File: src/rtl/key5_pkg.sv
// rtl/key5_pkg.sv - shared constants and helpers for the key5 push-button conditioner
// Purpose : default timing constants, debounced-state encoding and
//           released/pressed key levels derived from the key polarity.
// Ports   : none (package).
// Config  : REPEAT_CYCLES_DEF only matters when KEY5_AUTOREPEAT_EN is defined.
package key5_pkg;

   localparam int unsigned STABLE_CYCLES_DEF = 32'd50000;
   localparam int unsigned CNT_W_DEF         = 16;
   localparam int unsigned REP_W             = 24;
   localparam int unsigned REPEAT_CYCLES_DEF = 32'd5000000;

   typedef enum logic {
      KEY_RELEASED = 1'b0,
      KEY_PRESSED  = 1'b1
   } key_state_e;

   // Pin level of an idle (released) key for the given polarity.
   function automatic logic released_level(input bit active_low);
      return active_low ? 1'b1 : 1'b0;
   endfunction

   function automatic logic pressed_level(input bit active_low);
      return ~released_level(active_low);
   endfunction

endpackage

File: src/rtl/key5_sync2.sv
// rtl/key5_sync2.sv - two-flop synchroniser for an asynchronous input pin
// Purpose : brings an asynchronous level into the clk_i domain; the only
//           place metastability is absorbed.
// Ports   : clk_i     - sampling clock
//           rst_i     - asynchronous active-high reset
//           rst_val_i - level both flops take in reset (tie to a constant)
//           d_i       - asynchronous input level
//           q_o       - synchronised level (second flop)
module key5_sync2 (
   input  logic clk_i,
   input  logic rst_i,
   input  logic rst_val_i,
   input  logic d_i,
   output logic q_o
);

   logic meta_q;
   logic sync_q;

   always_ff @(posedge clk_i or posedge rst_i) begin
      if (rst_i) begin
         meta_q <= rst_val_i;
         sync_q <= rst_val_i;
      end else begin
         meta_q <= d_i;
         sync_q <= meta_q;
      end
   end

   assign q_o = sync_q;

endmodule

File: src/rtl/key5_debounce.sv
// rtl/key5_debounce.sv - key synchroniser, debouncer and press-pulse generator
// Purpose : synchronises a raw bouncing key, accepts a new level only after
//           STABLE_CYCLES consecutive differing samples, and emits a
//           one-clock pulse on dout for every accepted press.
// Ports   : CLK   - system clock, rising edge
//           RESET - asynchronous active-high reset
//           din   - raw key level, asynchronous, may bounce
//           dout  - one-CLK pulse per debounced press
// Config  : define KEY5_AUTOREPEAT_EN to add auto-repeat pulses every
//           REPEAT_CYCLES clocks while the key stays pressed.
module key5_debounce
   import key5_pkg::*;
#(
   parameter int unsigned STABLE_CYCLES  = STABLE_CYCLES_DEF,
   parameter int unsigned CNT_W          = CNT_W_DEF,
   parameter bit          KEY_ACTIVE_LOW = 1'b1
`ifdef KEY5_AUTOREPEAT_EN
   ,
   parameter int unsigned REPEAT_CYCLES  = REPEAT_CYCLES_DEF
`endif
) (
   input  logic CLK,
   input  logic RESET,
   input  logic din,
   output logic dout
);

   localparam logic REL_LVL = released_level(KEY_ACTIVE_LOW);
   localparam logic PRS_LVL = pressed_level(KEY_ACTIVE_LOW);

   logic             sync;
   key_state_e       state_q, state_d;
   logic [CNT_W-1:0] cnt_q, cnt_d;
   logic             dout_q, dout_d;
   logic             press_evt;
   logic             sync_pressed;
   logic             sync_differs;
   logic             cnt_done;

   key5_sync2 u_sync (
      .clk_i     (CLK),
      .rst_i     (RESET),
      .rst_val_i (REL_LVL),
      .d_i       (din),
      .q_o       (sync)
   );

   assign sync_pressed = (sync == PRS_LVL);
   assign sync_differs = (sync_pressed != (state_q == KEY_PRESSED));
   assign cnt_done     = (cnt_q == CNT_W'(STABLE_CYCLES - 1));

   // Any sample equal to the accepted state restarts the count, so a level
   // is accepted only after STABLE_CYCLES consecutive differing samples.
   always_comb begin
      state_d   = state_q;
      cnt_d     = cnt_q;
      press_evt = 1'b0;
      if (!sync_differs) begin
         cnt_d = '0;
      end else if (cnt_done) begin
         cnt_d     = '0;
         state_d   = sync_pressed ? KEY_PRESSED : KEY_RELEASED;
         press_evt = sync_pressed;
      end else begin
         cnt_d = cnt_q + 1'b1;
      end
   end

`ifdef KEY5_AUTOREPEAT_EN
   logic [REP_W-1:0] rep_q, rep_d;
   logic             rep_fire;

   // Runs only across edges where the key stays pressed; the initial press
   // edge and any release clear it, so the first repeat lands REPEAT_CYCLES
   // after the press pulse.
   always_comb begin
      rep_d    = '0;
      rep_fire = 1'b0;
      if (state_q == KEY_PRESSED && state_d == KEY_PRESSED) begin
         if (rep_q == REP_W'(REPEAT_CYCLES - 1)) begin
            rep_fire = 1'b1;
         end else begin
            rep_d = rep_q + 1'b1;
         end
      end
   end

   always_ff @(posedge CLK or posedge RESET) begin
      if (RESET) begin
         rep_q <= '0;
      end else begin
         rep_q <= rep_d;
      end
   end

   assign dout_d = press_evt | rep_fire;
`else
   assign dout_d = press_evt;
`endif

   always_ff @(posedge CLK or posedge RESET) begin
      if (RESET) begin
         state_q <= KEY_RELEASED;
         cnt_q   <= '0;
         dout_q  <= 1'b0;
      end else begin
         state_q <= state_d;
         cnt_q   <= cnt_d;
         dout_q  <= dout_d;
      end
   end

   assign dout = dout_q;

endmodule

File: config.mk
export PLATFORM = sky130hd
export DESIGN_NAME = key5_debounce
export DESIGN_NICKNAME = d
export VERILOG_FILES = /design/src/rtl/key5_pkg.sv /design/src/rtl/key5_sync2.sv /design/src/rtl/key5_debounce.sv
export SDC_FILE = /design/constraint.sdc
export NUM_CORES = 1
export LEC_CHECK = 0
export ABC_AREA = 1
export CAP_MARGIN = 25
export CORE_UTILIZATION = 52
export DETAILED_ROUTE_END_ITERATION = 10
export HOLD_SLACK_MARGIN = 0.12
export PLACE_DENSITY = 0.79
export SETUP_SLACK_MARGIN = 0.4
export SLEW_MARGIN = 20
export SYNTH_ARGS = -nofsm -noshare
export SYNTH_HDL_FRONTEND = slang
export SYNTH_SLANG_ARGS = --single-unit
export TNS_END_PERCENT = 5
File: constraint.sdc
create_clock -name CLK -period 1.2 [get_ports CLK]
set_input_delay 0.18 -clock CLK [delete_from_list [all_inputs] [get_ports CLK]]
set_output_delay 0.18 -clock CLK [all_outputs]
set_load 0.1 [all_outputs]
==> results.py, run 1 <==
metrics = {
    "timing": {
        "tightest_slew_ps": 427.7,
        "setup_viol": 17,
        "fin_crit_ps": 1312,
        "rsz0062_at_grt": "yes",
        "maxSlewViolCount": 0,
        "timing.fmax_ghz": 0.7620,
        "slew_headroom_pct": 71.35,
        "final.setup.worst_slack_ps": -112.4,
        "finalHoldViolCount": 0,
        "min_period_over_period_pct": 109.4,
        "final.setup_skew_ps": 4.889,
    },
    "clocking": {
        "clock_tree.root_cell": "clkbuf_4",
        "cts_tree": "yes",
        "clock_latency_ps": 300,
        "clk_path_buf_depth": 2,
        "h-tree-depth": 1,
        "cts.clk_slew.worst_paths_ps": 110,
        "cts_buffers": 3,
        "cts.sinks": 20,
        "ctsHoldBuffers": 0,
    },
    "pwr": {
        "vdd_drop_max_uv": 779.4,
        "pwr-share-comb_pct": 7.2,
        "p_clk_share_pct": 29.2,
        "switching_power_mw": 0.2455,
        "p_total_mw": 1.101,
        "power_frac_seq_pct": 63.5,
        "power.internal_mw": 0.8555,
        "p_per_area_nw_per_um2": 807.3,
        "p_sw_share_pct": 22.30,
        "power_leakage_nw": 0.6747,
    },
    "synthesis": {
        "syn_avg_cell_area_um2": 8.060,
        "synth_edf_count": 0,
        "ys_ff_latch": 20,
        "yosysUniqueCellTypes": 21,
        "synth_commonest_cells": "nor2_1 (26), nand2_1 (25), dfrtp_1 (18), inv_1 (13), nand3_1 (13)",
        "netlist_area_um2": 1040,
        "ys_seq_area_share_pct": 48.38,
        "synthTopCellsByArea": "dfrtp_1 (43%), nor2_1 (9.4%), nand2_1 (9.0%), nand3_1 (6.3%), dfstp_2 (5.1%)",
        "netlist_instances": 129,
        "synth_nets": 133,
        "yosysTopAreaCell": "dfrtp_1",
        "yosysWarnings": 0,
        "yosysMostFrequentCell": "nor2_1",
        "synth_top_area_share_pct": 43.32,
        "async_flop_share_pct": 100.0,
        "ys.flop_type": "dfrtp_1",
    },
    "detailed_routing": {
        "drt-total-wl_um": 2489,
        "drtPass1Iterations": 4,
        "wl_per_cell_um": 13.75,
        "drt_iter0_markers": 30,
        "ant_nets": 0,
        "vias": 987,
        "viasPerCell": 5.453,
        "drc": 0,
    },
    "global_routing": {
        "grt_use_total_pct": 25.87,
        "overflow": 0,
        "grt_pass1_vias": 954,
        "grt_max_degree": 21,
        "grt_pass1_wl_um": 3884,
        "antenna_found_initial": 0,
    },
    "floorplan": {
        "core_area_um2": 1802,
        "die_area_um2": 2182,
        "rows": 15,
        "ioPinCount": 4,
        "initial_core_util_pct": 57.71,
        "die_x_um": 46.72,
        "die_h_um": 46.72,
    },
    "cells_and_area": {
        "antenna-diode-count": 0,
        "drive_gt1_share_pct": 33.33,
        "area_delta_synth_final_pct": 31.17,
        "final_nets": 161,
        "final_util_pct": 75.69,
    },
    "run_status": {
        "violations": "setup timing",
        "status": "finished with violations",
    },
    "run": {
        "maxCapViolations": 0,
    },
    "worst_hold_path": {
        "holdCritPathClass": "primary input to asynchronous set/reset pin",
    },
    "setup_path": {
        "crit_type": "flop to flop",
        "crit_required_ps": 1430,
        "crit_path_end_kind": "flop",
        "cp.arrival_ps": 1550,
        "critPathLaunchType": "flop",
        "worstPathMaxFanout": 5,
    },
    "placed_design": {
        "hpwlAfterDp_um": 1751,
        "portBuffers": 3,
        "gp_congestion": 0.8639,
    },
}
critical path, cell delays in order (launching register included):
cell     delay, ps
dfrtp_1        420
ha_4           170
nand3_4        100
nor2_4         150
nand2_4         90
or2_4          240
nor2_2          70
power by group through the flow:
stage                     combinational (mW)  sequential (mW)  clock, mW
after detailed placement              0.0702            0.712          0
after global placement                0.0655            0.710          0
after global routing                  0.0894            0.701      0.360
after floorplan                       0.0398            0.712          0
final                                 0.0797            0.700      0.322
after CTS                             0.0729            0.699      0.328
cells in the final DEF (no fill, tap or decap), types with 2 or more instances in the layout:
| master | count |
|---|---|
| dfrtp_1 | 18 |
| buf_6 | 3 |
| nor3_1 | 2 |
| inv_1 | 13 |
| nand4_1 | 4 |
| nand3_2 | 2 |
| clkbuf_4 | 3 |
| nor2_2 | 5 |
| clkdlybuf4s50_1 | 2 |
| nor2_1 | 23 |
| dfstp_2 | 2 |
| xor2_1 | 3 |
| nand2_1 | 23 |
| nand3_1 | 11 |
| nand2_2 | 4 |
| buf_4 | 17 |
| xnor2_2 | 2 |
| nor2_4 | 2 |
| inv_2 | 5 |
| a31oi_1 | 2 |
final timing paths:
kind | start | to | slack, ps | cells after the start
min | RESET | cnt_q[0]$_DFF_PP0_ | 190 | 3
min in group CLK | din | u_sync.meta_q$_DFF_PP1_ | 290 | 1
max in group asynchronous | RESET | u_sync.meta_q$_DFF_PP1_ | 740 | 3
max | cnt_q[0]$_DFF_PP0_ | dout$_DFF_PP0_ | -110 | 6
max reg2reg | cnt_q[0]$_DFF_PP0_ | dout$_DFF_PP0_ | -110 | 6
min reg2reg | u_sync.meta_q$_DFF_PP1_ | u_sync.q_o$_DFF_PP1_ | 370 | 0
flip-flops by register name, indices dropped and copies added, names as in the netlist:
signal / flops
cnt_q: 16
dout: 1
state_q: 1
u_sync.meta_q: 1
u_sync.q_o: 1
what timing repair did:
item / CTS / global route
resized for setup: 3 / 10
buffers inserted: 3 / 2
setup endpoints to repair: 19 / 19
gates cloned: 0 / 0
pin swaps: 2 / 8
routing by layer:
layer | GRT usage (%) | part of all wire [%]
met1 | 30.52 | 40
met2 | 45.00 | 53
met3 | 3.922 | 4.7
met4 | 13.71 | 2.7
met5 | 0 | 0
per-stage QoR:
step                hold WS [ps]  setup slack [ps]  setup TNS (ps)  cell area, um^2  std cells
floorplan                  142.3             23.66               0             1062        129
global placement           348.9            -73.74          -474.4             1246        172
detailed placement         352.1            -136.3           -1178             1246        172
CTS                        202.7            -113.1           -1029             1308        179
global route               230.0            -167.0           -2089             1364        181
finish                     193.2            -112.4           -1009             1364        181
logic make-up (layout without fill, tap and decap cells):
group	after synthesis	in the layout	share of synthesized area [%]
fa+ha+maj	1	1	1.203
xor+xnor	6	6	5.777
compound gates	4	4	2.527
buf+inv	18	45	6.499
simple gates	80	80	35.62
flops	20	20	48.38
final cells by class:
class                           count  area, um^2
Multi-Input combinational cell     91       534.3
Sequential cell                    20       503.0
Fill cell                         143       437.9
Timing Repair Buffer               23       201.4
Inverter                           18       67.56
Tap cell                           25       31.28
Clock buffer                        4       26.28
No activity file was read; power rests on OpenSTA's default activity.
==> run 2, diff against run 1 <==
--- a/config.mk
+++ b/config.mk
@@ -9,8 +9,9 @@
 export CAP_MARGIN = 25
 export CORE_UTILIZATION = 52
 export DETAILED_ROUTE_END_ITERATION = 10
+export GPL_ROUTABILITY_DRIVEN = 0
 export HOLD_SLACK_MARGIN = 0.12
-export PLACE_DENSITY = 0.79
+export PLACE_DENSITY = 0.72
 export SETUP_SLACK_MARGIN = 0.4
 export SLEW_MARGIN = 20
 export SYNTH_ARGS = -nofsm -noshare
==> constraint.sdc (replaced) <==
create_clock -name CLK -period 1.2 [get_ports CLK]
set_input_delay 0.24 -clock CLK [delete_from_list [all_inputs] [get_ports CLK]]
set_output_delay 0.24 -clock CLK [all_outputs]
set_load 0.1 [all_outputs]
==> results.py, run 2 (same netlist as run 1, synthesis figures left out) <==
metrics = {
    "run_status": {
        "status": "finished with violations",
        "violations": "setup timing",
    },
    "setup_path": {
        "r2r_slack_ps": -70,
        "crit_path_end_kind": "flop",
        "cp.arrival_ps": 1520,
        "rr_endpoint": "dout$_DFF_PP0_",
        "path_buf_inv": 0,
        "crit_required_ps": 1450,
        "critPathLaunchType": "flop",
        "worstPathCellList": "ha_4 -> nand3_4 -> nor2_4 -> nand2_4 -> or2_4 -> nor2_2",
        "worstPathMaxFanout": 5,
        "cp_slowest_cell": "dfrtp_1",
        "worstReg2RegStart": "cnt_q[1]$_DFF_PP0_",
        "crit_type": "flop to flop",
        "reg2regPathDepth": 6,
        "slowest_delay_ps": 410,
        "crit_family": "simple AND/OR/NAND/NOR gates",
    },
    "global_routing": {
        "grt_pass1_vias": 887,
        "grt_use_total_pct": 25.73,
        "grt_max_degree": 21,
        "antenna_found_initial": 0,
        "grt_pass1_wl_um": 3760,
        "overflow": 0,
    },
    "timing": {
        "min_period_over_period_pct": 105.9,
        "final.setup_skew_ps": 2.210,
        "fin_tns_setup_ps": -436.0,
        "fin_crit_ps": 1271,
        "rsz0062_at_grt": "yes",
        "hold_ws_ps": 237.8,
        "setup_viol": 13,
        "maxSlewViolCount": 0,
        "timing.fmax_ghz": 0.7867,
        "final.setup.worst_slack_ps": -71.18,
        "finalHoldViolCount": 0,
        "tightest_slew_ps": 366.8,
        "slew_headroom_pct": 75.42,
    },
    "floorplan": {
        "ioPinCount": 4,
        "core_area_um2": 1802,
        "rows": 15,
        "die_h_um": 46.72,
        "initial_core_util_pct": 57.71,
        "die_x_um": 46.72,
        "die_area_um2": 2182,
    },
    "detailed_routing": {
        "viasPerCell": 5.197,
        "wl_per_cell_um": 12.85,
        "ant_nets": 0,
        "drt_iter0_markers": 21,
        "drt-total-wl_um": 2287,
        "drc": 0,
        "vias": 925,
        "drtPass1Iterations": 4,
    },
    "clocking": {
        "cts.clk_slew.worst_paths_ps": 110,
        "h-tree-depth": 1,
        "clk_path_buf_depth": 2,
        "cts_tree": "yes",
        "cts_buffers": 3,
        "clock_tree.root_cell": "clkbuf_4",
        "cts.sinks": 20,
        "ctsHoldBuffers": 0,
        "clock_latency_ps": 310,
    },
    "pwr": {
        "p_per_area_nw_per_um2": 872.6,
        "vdd_drop_max_uv": 844.4,
        "power_leakage_nw": 0.6554,
        "p_total_mw": 1.167,
    },
    "cells_and_area": {
        "instances_no_fill": 178,
        "final_util_pct": 74.24,
        "final_nets": 158,
        "area_delta_synth_final_pct": 28.64,
        "n_fill_cell": 142,
        "stdcell_area_um2": 1338,
        "seq_area_um2": 505.5,
        "top_register": "cnt_q",
        "drive_gt1_share_pct": 32.03,
        "mostFrequentLayoutCells": "nand2_1 (23), nor2_1 (23), dfrtp_1 (16), buf_4 (16)",
        "multi_input_area_um2": 516.7,
        "largest_reg_flops": 16,
        "antenna-diode-count": 0,
    },
    "placed_design": {
        "hpwlAfterDp_um": 1648,
        "place_ws_ps": -106.3,
        "place_inst": 171,
        "place_area_um2": 1251,
        "portBuffers": 3,
    },
    "run": {
        "maxCapViolations": 0,
    },
    "worst_hold_path": {
        "holdCritPathClass": "primary input to asynchronous set/reset pin",
    },
}
run 2: layer usage:
layer  GRT usage (%)  share of wire (%)
met1           31.09                 42
met2           43.06                 53
met3           5.098                3.2
met4           13.71                2.1
met5               0                  0
run 2: area by class of cell:
class                      count  share of cell area (%)
clock buffer                   4                   2.713
inverter                      18                   5.051
multi-input combinational     91                   38.63
sequential                    20                   37.79
tap                           25                   2.339
timing repair buffer          20                   13.47
run 2: worst register-to-register path, cell delays in order, from the launching register on:
cell and delay [ps]:
dfrtp_1 410, ha_4 170, nand3_4 110, nor2_4 130, nand2_4 80, or2_4 240, nor2_2 70
run 2: worst max-delay path by stage:
stage	from	to	cells past startpoint
global route	cnt_q[0]$_DFF_PP0_	cnt_q[9]$_DFF_PP0_	6
detailed placement	cnt_q[0]$_DFF_PP0_	cnt_q[4]$_DFF_PP0_	6
global placement	cnt_q[0]$_DFF_PP0_	cnt_q[8]$_DFF_PP0_	6
floorplan	cnt_q[0]$_DFF_PP0_	dout$_DFF_PP0_	6
finish	cnt_q[1]$_DFF_PP0_	dout$_DFF_PP0_	6
CTS	cnt_q[0]$_DFF_PP0_	dout$_DFF_PP0_	6
run 2: what timing repair did:
item / in CTS / in global routing
setup endpoints to repair: 19 / 19
buffers inserted: 3 / 0
gates resized for setup: 3 / 6
pin swaps: 2 / 2
run 2: report_power, final:
| part | internal [mW] | switching [mW] | leakage [nW] |
|---|---|---|---|
| Combinational | 0.0351 | 0.0399 | 0.368 |
| Sequential | 0.688 | 0.0103 | 0.267 |
| Clock | 0.185 | 0.208 | 0.0210 |
| Total | 0.909 | 0.259 | 0.655 |
